===== config.mk =====
export PLATFORM = sky130hd
export DESIGN_NAME = rr_arbiter_n
export DESIGN_NICKNAME = d
export VERILOG_FILES = /design/src/rtl/rr_arbiter_n.sv
export SDC_FILE = /design/constraint.sdc
export NUM_CORES = 1
export LEC_CHECK = 0
export ABC_CLOCK_PERIOD_IN_PS = 1550
export CAP_MARGIN = 20
export CELL_PAD_IN_SITES_DETAIL_PLACEMENT = 0
export CELL_PAD_IN_SITES_GLOBAL_PLACEMENT = 2
export CORE_AREA = 2 2 40 42
export CTS_BUF_LIST = sky130_fd_sc_hd__clkbuf_8
export CTS_CLUSTER_DIAMETER = 30
export DETAILED_ROUTE_END_ITERATION = 10
export DIE_AREA = 0 0 42 44
export DONT_BUFFER_PORTS = 1
export GPL_TIMING_DRIVEN = 0
export PLACE_DENSITY = 0.69
export RECOVER_POWER = 100
export SLEW_MARGIN = 20
export SYNTH_ARGS = -nofsm -noshare
export SYNTH_HDL_FRONTEND = slang
export SYNTH_SLANG_ARGS = --single-unit

===== constraint.sdc =====
create_clock -name CLK -period 1.55 [get_ports CLK]
set_clock_uncertainty 0.2 [all_clocks]
set_input_delay 0.155 -clock CLK [delete_from_list [all_inputs] [get_ports CLK]]
set_output_delay 0.155 -clock CLK [all_outputs]
set_load 0.02 [all_outputs]

===== src/rtl/rr_arbiter_n.sv =====
// Round-robin arbiter: NUM_REQ request lines, one registered one-hot grant per clock.
// Define RR_LOCK_EN to let a winner keep the grant for up to MAX_HOLD consecutive cycles.
module rr_arbiter_n #(
    parameter int NUM_REQ  = 4,
    parameter int MAX_HOLD = 4,
    parameter int IDX_W    = (NUM_REQ > 1) ? $clog2(NUM_REQ) : 1
) (
    input  logic               CLK,
    input  logic               RST,
    input  logic               enable,
    input  logic [NUM_REQ-1:0] req_vector,
    output logic [NUM_REQ-1:0] grant_vector,
    output logic               grant_valid,
    output logic [IDX_W-1:0]   grant_idx
);

    if (NUM_REQ < 2 || NUM_REQ > 32 || MAX_HOLD < 1) begin : g_bad_param
        $error("rr_arbiter_n: NUM_REQ must be 2..32 and MAX_HOLD >= 1");
    end

    logic [IDX_W-1:0]   ptr_q, ptr_d;
    logic [NUM_REQ-1:0] grant_vector_q, grant_vector_d;
    logic               grant_valid_q, grant_valid_d;
    logic [IDX_W-1:0]   grant_idx_q, grant_idx_d;

    logic               found;
    logic [IDX_W-1:0]   win_idx;
    logic [IDX_W-1:0]   win_next;
    int                 scan_pos;

`ifdef RR_LOCK_EN
    localparam int HC_W = $clog2(MAX_HOLD + 1);

    typedef enum logic {
        ARB  = 1'b0,
        HOLD = 1'b1
    } arb_state_e;

    arb_state_e         state_q, state_d;
    logic [IDX_W-1:0]   owner_q, owner_d;
    logic [HC_W-1:0]    hold_cnt_q, hold_cnt_d;
`endif

    // Circular scan starting at ptr; the first asserted line is the winner.
    always_comb begin
        found    = 1'b0;
        win_idx  = ptr_q;
        scan_pos = 0;
        for (int k = 0; k < NUM_REQ; k++) begin
            scan_pos = int'(ptr_q) + k;
            if (scan_pos >= NUM_REQ) begin
                scan_pos = scan_pos - NUM_REQ;
            end
            if (!found && req_vector[scan_pos[IDX_W-1:0]]) begin
                found   = 1'b1;
                win_idx = scan_pos[IDX_W-1:0];
            end
        end
        win_next = (int'(win_idx) == NUM_REQ - 1) ? '0 : win_idx + IDX_W'(1);
    end

    always_comb begin
        ptr_d          = ptr_q;
        grant_vector_d = '0;
        grant_valid_d  = 1'b0;
        grant_idx_d    = grant_idx_q;
`ifdef RR_LOCK_EN
        state_d        = state_q;
        owner_d        = owner_q;
        hold_cnt_d     = hold_cnt_q;
        if (!enable) begin
            state_d    = ARB;
            hold_cnt_d = '0;
        end else if (state_q == HOLD && req_vector[owner_q] &&
                     hold_cnt_q < HC_W'(MAX_HOLD)) begin
            grant_vector_d = NUM_REQ'(1) << owner_q;
            grant_valid_d  = 1'b1;
            grant_idx_d    = owner_q;
            hold_cnt_d     = hold_cnt_q + HC_W'(1);
        end else if (found) begin
            // ptr already sits past the previous owner, so a fresh scan is fair.
            grant_vector_d = NUM_REQ'(1) << win_idx;
            grant_valid_d  = 1'b1;
            grant_idx_d    = win_idx;
            ptr_d          = win_next;
            state_d        = HOLD;
            owner_d        = win_idx;
            hold_cnt_d     = HC_W'(1);
        end else begin
            state_d    = ARB;
            hold_cnt_d = '0;
        end
`else
        if (enable && found) begin
            grant_vector_d = NUM_REQ'(1) << win_idx;
            grant_valid_d  = 1'b1;
            grant_idx_d    = win_idx;
            ptr_d          = win_next;
        end
`endif
    end

    always_ff @(posedge CLK) begin
        if (RST) begin
            ptr_q          <= '0;
            grant_vector_q <= '0;
            grant_valid_q  <= 1'b0;
            grant_idx_q    <= '0;
`ifdef RR_LOCK_EN
            state_q        <= ARB;
            owner_q        <= '0;
            hold_cnt_q     <= '0;
`endif
        end else begin
            ptr_q          <= ptr_d;
            grant_vector_q <= grant_vector_d;
            grant_valid_q  <= grant_valid_d;
            grant_idx_q    <= grant_idx_d;
`ifdef RR_LOCK_EN
            state_q        <= state_d;
            owner_q        <= owner_d;
            hold_cnt_q     <= hold_cnt_d;
`endif
        end
    end

    assign grant_vector = grant_vector_q;
    assign grant_valid  = grant_valid_q;
    assign grant_idx    = grant_idx_q;

endmodule


## After elaboration in Yosys (flattened, before gate mapping)

Cells that the tools add are included.

| word-level totals | value |
|---|---|
| bits in registers | 9 |
| bits of input ports | 7 |
| output and inout port bits | 7 |

| cells by class | value |
|---|---|
| $add $sub $neg | 8 |
| $lt $le $gt $ge | 8 |
| eq/ne operators | 1 |
| shift-type cells | 1 |
| multiplexer cells | 22 |
| bitwise logic cells | 1 |
| reductions and logical operators | 8 |

Operators by type and width:

| kind | number |
|---|---|
| two-way mux 2 bit | 9 |
| less-than comparator 2 x 3 -> 1 bit (second input constant) | 4 |
| greater-or-equal comparator 3 bit (second input constant) | 3 |
| two-way mux 1 bit | 9 |
| binary-select mux 1 bit (select 2 bit) | 4 |
| subtractor 2 x 1 -> 2 bit (second input constant) | 4 |
| adder 2 x 2 -> 3 bit (second input constant) | 2 |
| logical AND 1 bit | 4 |
| << shifter 1 x 2 -> 4 bit (first input constant) | 1 |
| adder 2 x 1 -> 3 bit (second input constant) | 1 |
| greater-or-equal comparator 2 x 3 -> 1 bit (second input constant) | 1 |
| logical NOT 1 bit | 3 |
| adder 2 x 1 -> 2 bit (second input constant) | 1 |
| == test 2 x 1 -> 1 bit (second input constant) | 1 |
| OR reduction 2 bit | 1 |
| inverter 1 bit | 1 |

## Logic depth before layout (Yosys ltp)

Gate-level depths: netlist (run 1).

| logic depth | value |
|---|---|
| depth after elaboration | 17 |
| gate-level depth with buffers | 6 |
| depth with buffers taken out | 6 |

## Worst setup path after synthesis (run 1)

Ideal clock, no wire load.

| timing path | value |
|---|---|
| kind | register -> register |
| start | reg ptr_q[1] |
| end | reg ptr_q[1] |
| data arrival time | 1.253 ns |
| setup slack | -0.019 ns |
| cell stages (with the launch flop) | 7 |
| path buffers | 0 |
| period minus slack after synthesis | 1.569 ns |
| path through | dfxtp_1 -> nor3b_1 -> a2bb2oi_1 -> o21a_1 -> ha_1 -> nand2_1 -> a21oi_1 |

| on the way | value |
|---|---|
| longest elaborated chain between the ends | 16 |

RTL lines:

| what | RTL line | text |
|---|---|---|
| from (decl) | 21 | `logic [IDX_W-1:0] ptr_q, ptr_d;` |
| from (signal assigned) | 115 | `ptr_q <= ptr_d;` |
| branches (longest 13 deep; another with adder 2 x 1 -> 3 bit) | n/a |  |
| two-way mux 2 bit * | 54 | `if (!found && req_vector[scan_pos[IDX_W-1:0]]) begin` |
| via win_idx[1] | 27 | `logic [IDX_W-1:0] win_idx;` |
| adder 2 x 1 -> 2 bit / == test 2 x 1 -> 1 bit (equally long branches) | 59 | `win_next = (int'(win_idx) == NUM_REQ - 1) ? '0 : win_idx + IDX_W'(1);` |
| two-way mux 2 bit * | 59 |  |
| via win_next[1] | 28 | `logic [IDX_W-1:0] win_next;` |

Mark *: on every way through the listed nets, which the timed path passes. The select of a mux whose other input is x is not followed.
A chain may end at the register's enable or synchronous reset.

## Final worst setup path (run 1)

| timing path | value |
|---|---|
| start | reg ptr_q[1] |
| end | reg ptr_q[0] |

| on the way | value |
|---|---|
| longest elaborated chain between the ends | 16 |

RTL lines:

| what | RTL line |
|---|---|
| branches (longest 13 deep; another with adder 2 x 1 -> 3 bit) | n/a |
| two-way mux 2 bit * | 54 |
| via win_idx[1] | 27 |
| == test 2 x 1 -> 1 bit * | 59 |
| two-way mux 2 bit * | 59 |

Marks and branches as above.

==> run summary, run 1 <==
In the synthesized netlist, the number of instances is 42. The overall fraction of global-route tracks in use is 10.3%. The initial antenna violation count came out at 0. STA classifies the critical path startpoint as a register. The clock sink count came out at 9.

The flip-flop and latch count after synthesis is 9. The number of non-filler instances in the completed layout is 65. The cell area after synthesis is about 440 um2.

The number of remaining DRC errors is 0. The number of top-level pins is 14. Entering global routing, the biggest net connects 8 pins.

The number of global-route vias before repair is 315. The share of cells above drive strength 1 came out at a little under two fifths. The maximum buffer depth of the clock tree came out at 2.

The capturing element type of the critical path is a register. The internal power summed over all cells is around 0.48 mW. The combinational fraction of design power is 16.4%. Of all flip-flops after synthesis, the portion carrying an async set or reset was 0%.

The count of cells along the worst hold path came out at 1. The number of endpoints failing setup at the final stage came out at 2. The first detailed-routing pass ran for 4 iterations. By startpoint and endpoint, the worst setup path is classified as register to register.

Once placement completed, the tool counted placed cells totaling 58. For the pin with the worst max-slew slack, the measured transition is roughly 0.88 ns. The fraction of the cycle the final worst path needs is 104%. The number of buffers created by CTS came out at 3.

Setup repair after global routing could not meet its margin everywhere. The register-to-register setup slack came out at -0.07 ns. 0 antenna diodes ended up in the layout. The fraction of power consumed by the clock network came out at 40.0%.

After the first detailed-routing iteration, the DRC count stood at 8. The tightest hold path in the finished design has a slack of -0.213 ns. On the worst path, the slowest cell contributes a delay of about 0.36 ns. The post-route minimum period came out at 1.62 ns. The placed wire-length estimate came out at 673 um. The share of total power in sequential cells is 43.5%. The width of the die came out at 42 um. CTS built an H-tree with a depth of 1.

Among all flip-flop cells after synthesis, the most frequent one is dfxtp_1. The first global-routing pass estimated 1.37 mm of wire. The launch point of the worst reg-to-reg path is ptr_q[1]. In the final routed layout, each cell accounts on average for between 10 and 15 um. Across the run, the number of max-cap violations was 0. Buffers placed on the I/O ports in this run total 0. The number of cells on the worst reg-to-reg path is 5. Timing would allow up to roughly 0.62 GHz. Sequential cells were found to cover 40.8% of the synthesized design area. The die outline area is 1850 um2. The standby leakage power is 0.223 nW. The switching share of power is roughly a quarter. The leftover overflow at the end of global routing is 0. The family of cells with the greatest summed delay on the critical path is compound AO/OA/AOI/OAI gates. The maximum fanout along the worst path is 6. The run finished, with violations left. The peak ir drop on the vdd network came out at between 0.5 and 0.6 mV. The startpoint identified for the worst hold timing path is RST. The total length of routed wires came out at 934 um. The final reports fail on negative hold slack, negative setup slack. Together, buffers and inverters on the worst path number 0. Walking the worst path, the cells encountered are nor3b_4, a2bb2oi_2, o21a_1, ha_2, o41ai_2. The layout-stage area growth over the synthesis result came out at 24.6%. TritonCTS built the clock tree.

The reported net switching power came out at 0.160 mW. The number of max-slew violations in the final report came to 0. The required time at the endpoint of the critical path is 1.48 ns. The die span in y came out at ~44 um. In this run the worst hold path is classified as input pin to register. The number of library cell types mapped by synthesis came out at 26. The clock transition at the registers of the reported paths came out at 0.04 ns. The starting density of the core is 31.1%.

The total number of placement rows came out at 14. The hold violation total from the final report is 9. The worst register-to-register path ends at ptr_q[0]. The area inside the core boundary came out at 1420 um2. The setup slack of the critical path after layout came out at -0.0674 ns. Synthesis produced a netlist with a net count of 50. Among all stages on the critical path, the largest delay is contributed by dfxtp_4. The tree is rooted in a clkbuf_8.

Yosys mapped a number of flops with a built-in enable equal to 0. At the worst endpoint, the arrival time is 1.54 ns. The end point of the worst hold path is ptr_q[1]. The antenna violation net count after detailed routing is 0. Clock latency on the worst-skew pair, taken at its later pin, is approximately 0.22 ns.

The average size of a mapped cell came out at 10.5 um2. The congestion estimate from routability-driven global placement came to 0.657. The power per cell area is around 1200 nW/um2.

The total of warnings raised by yosys is 0. Measured against its own limit, the worst slew margin works out to around 41%. The vias after detailed routing is 344. The post-detailed-route via-to-cell ratio is about 5.3. The net total in the final layout came out at 58.
[placed cells by master (no fill, tap or decap), types with 2 or more instances in the layout]
cell	n
o41ai_2	2
nand2_1	4
dfxtp_1	7
nor2b_1	3
clkbuf_8	3
a21oi_1	3
buf_4	3
and3b_1	2
[through the flow]
stage,instance area [um2],utilization (%),worst slack (ns),total power [mW],setup TNS (ns)
floorplan,450,-,-0.0150,0.352,-0.0281
global placement,470,33.2,-0.139,0.364,-0.226
detailed placement,470,33.2,-0.171,0.369,-0.280
CTS,548,38.6,-0.0644,0.645,-0.0845
global route,551,38.8,-0.102,0.677,-0.200
finish,551,38.8,-0.0674,0.643,-0.118
[timing repair]
item                                    in CTS  in global routing
endpoints found under the hold margin        9                  9
buffers inserted                             2                  1
endpoints found under the setup margin       2                  4
gates resized for setup                      4                  1
gates cloned                                 0                  0
pin swaps                                    3                  1
[synth_stat cells (2+ instances only)]
cell type  number  share of area (%)
a21oi_1         3                3.4
nand2_1         4                3.4
dfxtp_1         9                 41
nor2b_1         3                4.2
and3b_1         2                4.0
[logic make-up (layout without fill, tap and decap cells)]
logic type	Yosys count	after routing	synth area share (%)
AOI/OAI and AO/OA	15	15	33.7
adders and majority gates	1	1	2.83
buffers and inverters	1	8	0.849
DFF	9	9	40.8
and+or+nand+nor	16	16	21.8
[state kept, by name (all words and copies together) (netlist names)]
signal	cells
grant_valid	1
grant_idx	2
grant_vector	4
ptr_q	2
[per-layer routing]
layer | vias to the layer above | part of all wire (%) | track usage (%)
met5 | - | 0 | 0
met4 | 0 | 0 | 3.87
met3 | 0 | 7.3 | 5.42
met2 | 15 | 50 | 17.2
met1 | 155 | 42 | 11.1
li1 | 174 | - | -
[worst max-delay path by stage]
| stage | start | endpoint | slack (ns) | cells past startpoint |
|---|---|---|---|---|
| floorplan | ptr_q[1] | ptr_q[0] | -0.02 | 5 |
| global route | ptr_q[1] | ptr_q[0] | -0.10 | 5 |
| CTS | ptr_q[1] | ptr_q[0] | -0.06 | 5 |
| global placement | ptr_q[1] | ptr_q[1] | -0.14 | 6 |
| finish | ptr_q[1] | ptr_q[0] | -0.07 | 5 |
| detailed placement | ptr_q[1] | ptr_q[1] | -0.17 | 6 |
[layout make-up]
class	count	area (um2)
clock buffer	3	41.3
timing repair buffer	3	22.5
sequential	9	185
fill	137	868
multi-input combinational	32	273
clock inverter	1	5.00
inverter	1	3.75
tap	16	20.0
[power by group through the flow]
stage	Clock [mW]	Combinational, mW	Sequential [mW]
final	0.258	0.106	0.280
after global routing	0.280	0.116	0.281
after CTS	0.266	0.0997	0.280
after detailed placement	0	0.0871	0.282
after global placement	0	0.0829	0.281
after floorplan	0	0.0735	0.278
Power figures use the tool's default switching activity.
==> run 2, diff against run 1 <==
Settings changed: GPL_TIMING_DRIVEN 0 to unset.
==> run 2 against run 1 <==
Critical path type unchanged. Highest routed layer unchanged. The run ends with negative setup slack left. Largest power group unchanged. Total power grew 7.0%. Critical path depth grew 1. Largest cell class unchanged. Final cell count grew 9.2%. Sequential share of layout area shrank 4.3 points. Global-route usage grew 1.5 points.
==> run summary, run 2 (same netlist as run 1, synthesis figures left out) <==
Summed over all nets, the half-perimeter wirelength after detailed placement is 679 um. The sum of negative setup slack came out at -0.0708 ns. The width of the die is about 42 um. The number of buffers created by CTS came out at 3. The internal power summed over all cells is 0.509 mW.

The checks that failed: negative setup slack. The antenna violation net count after detailed routing is 0. The initial antenna violation count is 0. The placer congestion estimate is 0.658. The worst hold slack is 0.0593 ns.

The critical path is of the register to register type. The most common cell after layout, fill and taps aside is dfxtp_1. Entering global routing, the biggest net connects 8 pins.

The share of cells above drive strength 1 is 38.2%. Across the run, the number of max-cap violations was 0. The total overflow left after global routing is 0.

The vias after detailed routing came out at 378. In this run the power density over the cells is 1090 nW/um2. Setup repair after global routing could not meet its margin everywhere. The maximum buffer depth of the clock tree is 2. The antenna diode count came out at 0. The cell sitting at the root of the clock tree is a clkbuf_8. The run finished, with violations left.

The clock latency on the worst-skew pair is 0.23 ns. Of all nets on the critical path, the largest fanout is 5. CTS built an H-tree with a depth of 1. The reported net switching power came out at about 0.18 mW. The register with the most flip-flops in the layout has 4 of them. The post-detailed-route via-to-cell ratio is 5.32. The required time at the endpoint of the critical path came out at 1.46 ns. Setup violations remaining at the end of the flow were counted as 3. The top cell types in the final layout, fill and taps aside, are dfxtp_1 (7), buf_4 (5), nor2b_1 (3), a21oi_1 (3), clkbuf_8 (3). The post-route minimum period came out at between 1.5 and 2 ns.

The count of fill cells added during filler insertion is 141. STA classifies the critical path startpoint as a register. The first-pass GRT wire length came out at 1.59 mm. The signal arrival time at the worst endpoint is 1.50 ns. The maximum operating frequency came out at 0.627 GHz. The hold violation total from the final report was 0. Per report_power, the combinational group accounts for 20.9% of the total. The capturing element type of the critical path is a register. The count of input and output buffers came out at 0. The starting density of the core is 31.1%. The area inside the core boundary came out at approximately 1400 um2. For this design the static power due to leakage is around 0.27 nW. The net total in the final layout is 64.

The critical path starts at ptr_q[1]. The total length of routed wires came out at approximately 970 um. The die covers 1850 um2.

The clock sink count came out at 9. The fraction of power consumed by the clock network is 38.5%. The max-slew headroom at the worst pin is 79.3%. The number of top-level pins is 14.

The initialized floorplan defines 14 standard-cell rows. For this run, the number of standard cells in the final layout without fillers is 71. The beginning of the worst hold path is req_vector[2]. In this design, the stage delay of the slowest critical-path cell is 0.36 ns. In the final routed layout, each cell accounts on average for approximately 14 um. The overall fraction of global-route tracks in use is 11.8%.

The number of global-route vias before repair came out at roughly 380. The largest individual stage delay along the critical path comes from the cell dfxtp_4. The critical path contains buffers and inverters numbering 0 combined. The area growth from synthesis to layout is 43.1%. The type of the worst min-delay path is input pin to register. After clock tree synthesis, the clock-pin slew on the worst setup and hold paths is 0.04 ns. The signal on the critical path passes through nor3b_4, a2bb2oi_2, o21a_1, ha_4, nand2_2, a21oi_1. The number of remaining DRC errors is 0.

The number of placed instances with taps included is 63. TritonCTS built the clock tree. The first detailed-routing pass ran for 4 iterations. Dividing the final minimum period by the clock period gives 103%. The number of max-slew violations in the final report came to 0. The transition time at the pin with the least slew margin is between 0.3 and 0.4 ns.

The die span in y is 44 um. The number of violations reported at the end of detailed-routing iteration 0 came out at 4. The switching share of power is between 20% and 30%. The share of total power in sequential cells came out at 40.6%. Broken down by cell family, the worst path's largest delay share belongs to compound AO/OA/AOI/OAI gates. In this run the critical register-to-register path is launched from ptr_q[1]. The setup slack of the critical path after layout is -0.0438 ns. The peak ir drop on the vdd network is 0.515 mV.
==> run 2: power groups by stage <==
| stage | clock (mW) | sequential (mW) | combinational (mW) |
|---|---|---|---|
| global route | 0.291 | 0.281 | 0.157 |
| finish | 0.265 | 0.279 | 0.144 |
| floorplan | 0 | 0.278 | 0.0735 |
| detailed placement | 0 | 0.282 | 0.109 |
| global placement | 0 | 0.281 | 0.105 |
| CTS | 0.275 | 0.279 | 0.123 |
==> run 2: worst reg2reg max path, delay by kind of cell (launching register included) <==
kind | cells | cell delay [ns]
AO/OA/AOI/OAI | 3 | 0.43
flip-flops | 1 | 0.36
AND/OR/NAND/NOR | 2 | 0.26
adder cells (fa/ha/maj) | 1 | 0.22
==> run 2: per-layer routing <==
metal  up-vias  GRT usage [%]  routed length [um]  share of wire [%]
li1        187              -                   -                  -
met1       181           12.1                 384                 39
met2        10           19.7                 535                 55
met3         0           6.25                  54                5.5
met4         0           5.81                   0                  0
met5         -              0                   0                  0
==> run 2: path summary, 6_finish.rpt <==
| kind | endpoint | slack, ns | cells after the start |
|---|---|---|---|
| hold reg to reg | ptr_q[1] | 0.30 | 2 |
| setup / recovery | ptr_q[1] | -0.04 | 6 |
| hold / removal | ptr_q[1] | 0.06 | 4 |
| setup reg to reg | ptr_q[1] | -0.04 | 6 |
==> run 2: area by class of cell <==
type                    instances  area [um2]  area share, %
multi-input cells              32         295           46.7
clock inverters                 1        5.00          0.792
repair buffers                  9        81.3           12.9
flip-flops and latches          9         185           29.3
clock buffers                   3        41.3           6.53
well taps                      16        20.0           3.17
inverters                       1        3.75          0.594
==> run 2: repair_timing <==
action	4_1_cts	5_1_grt
endpoints found under the hold margin	9	0
gates resized for setup	3	7
endpoints found under the setup margin	3	6
pin swaps	1	6
buffers inserted	0	1
hold buffers	3	0
==> run 2: stage by stage <==
stage	setup slack (ns)	util (%)	total power, mW	instance area, um2
floorplan	-0.0150	-	0.352	450
detailed placement	-0.0761	35.8	0.391	508
finish	-0.0438	44.5	0.688	632
global route	-0.0892	44.5	0.730	632
global placement	-0.0567	35.8	0.386	508
CTS	-0.0533	41.9	0.677	594
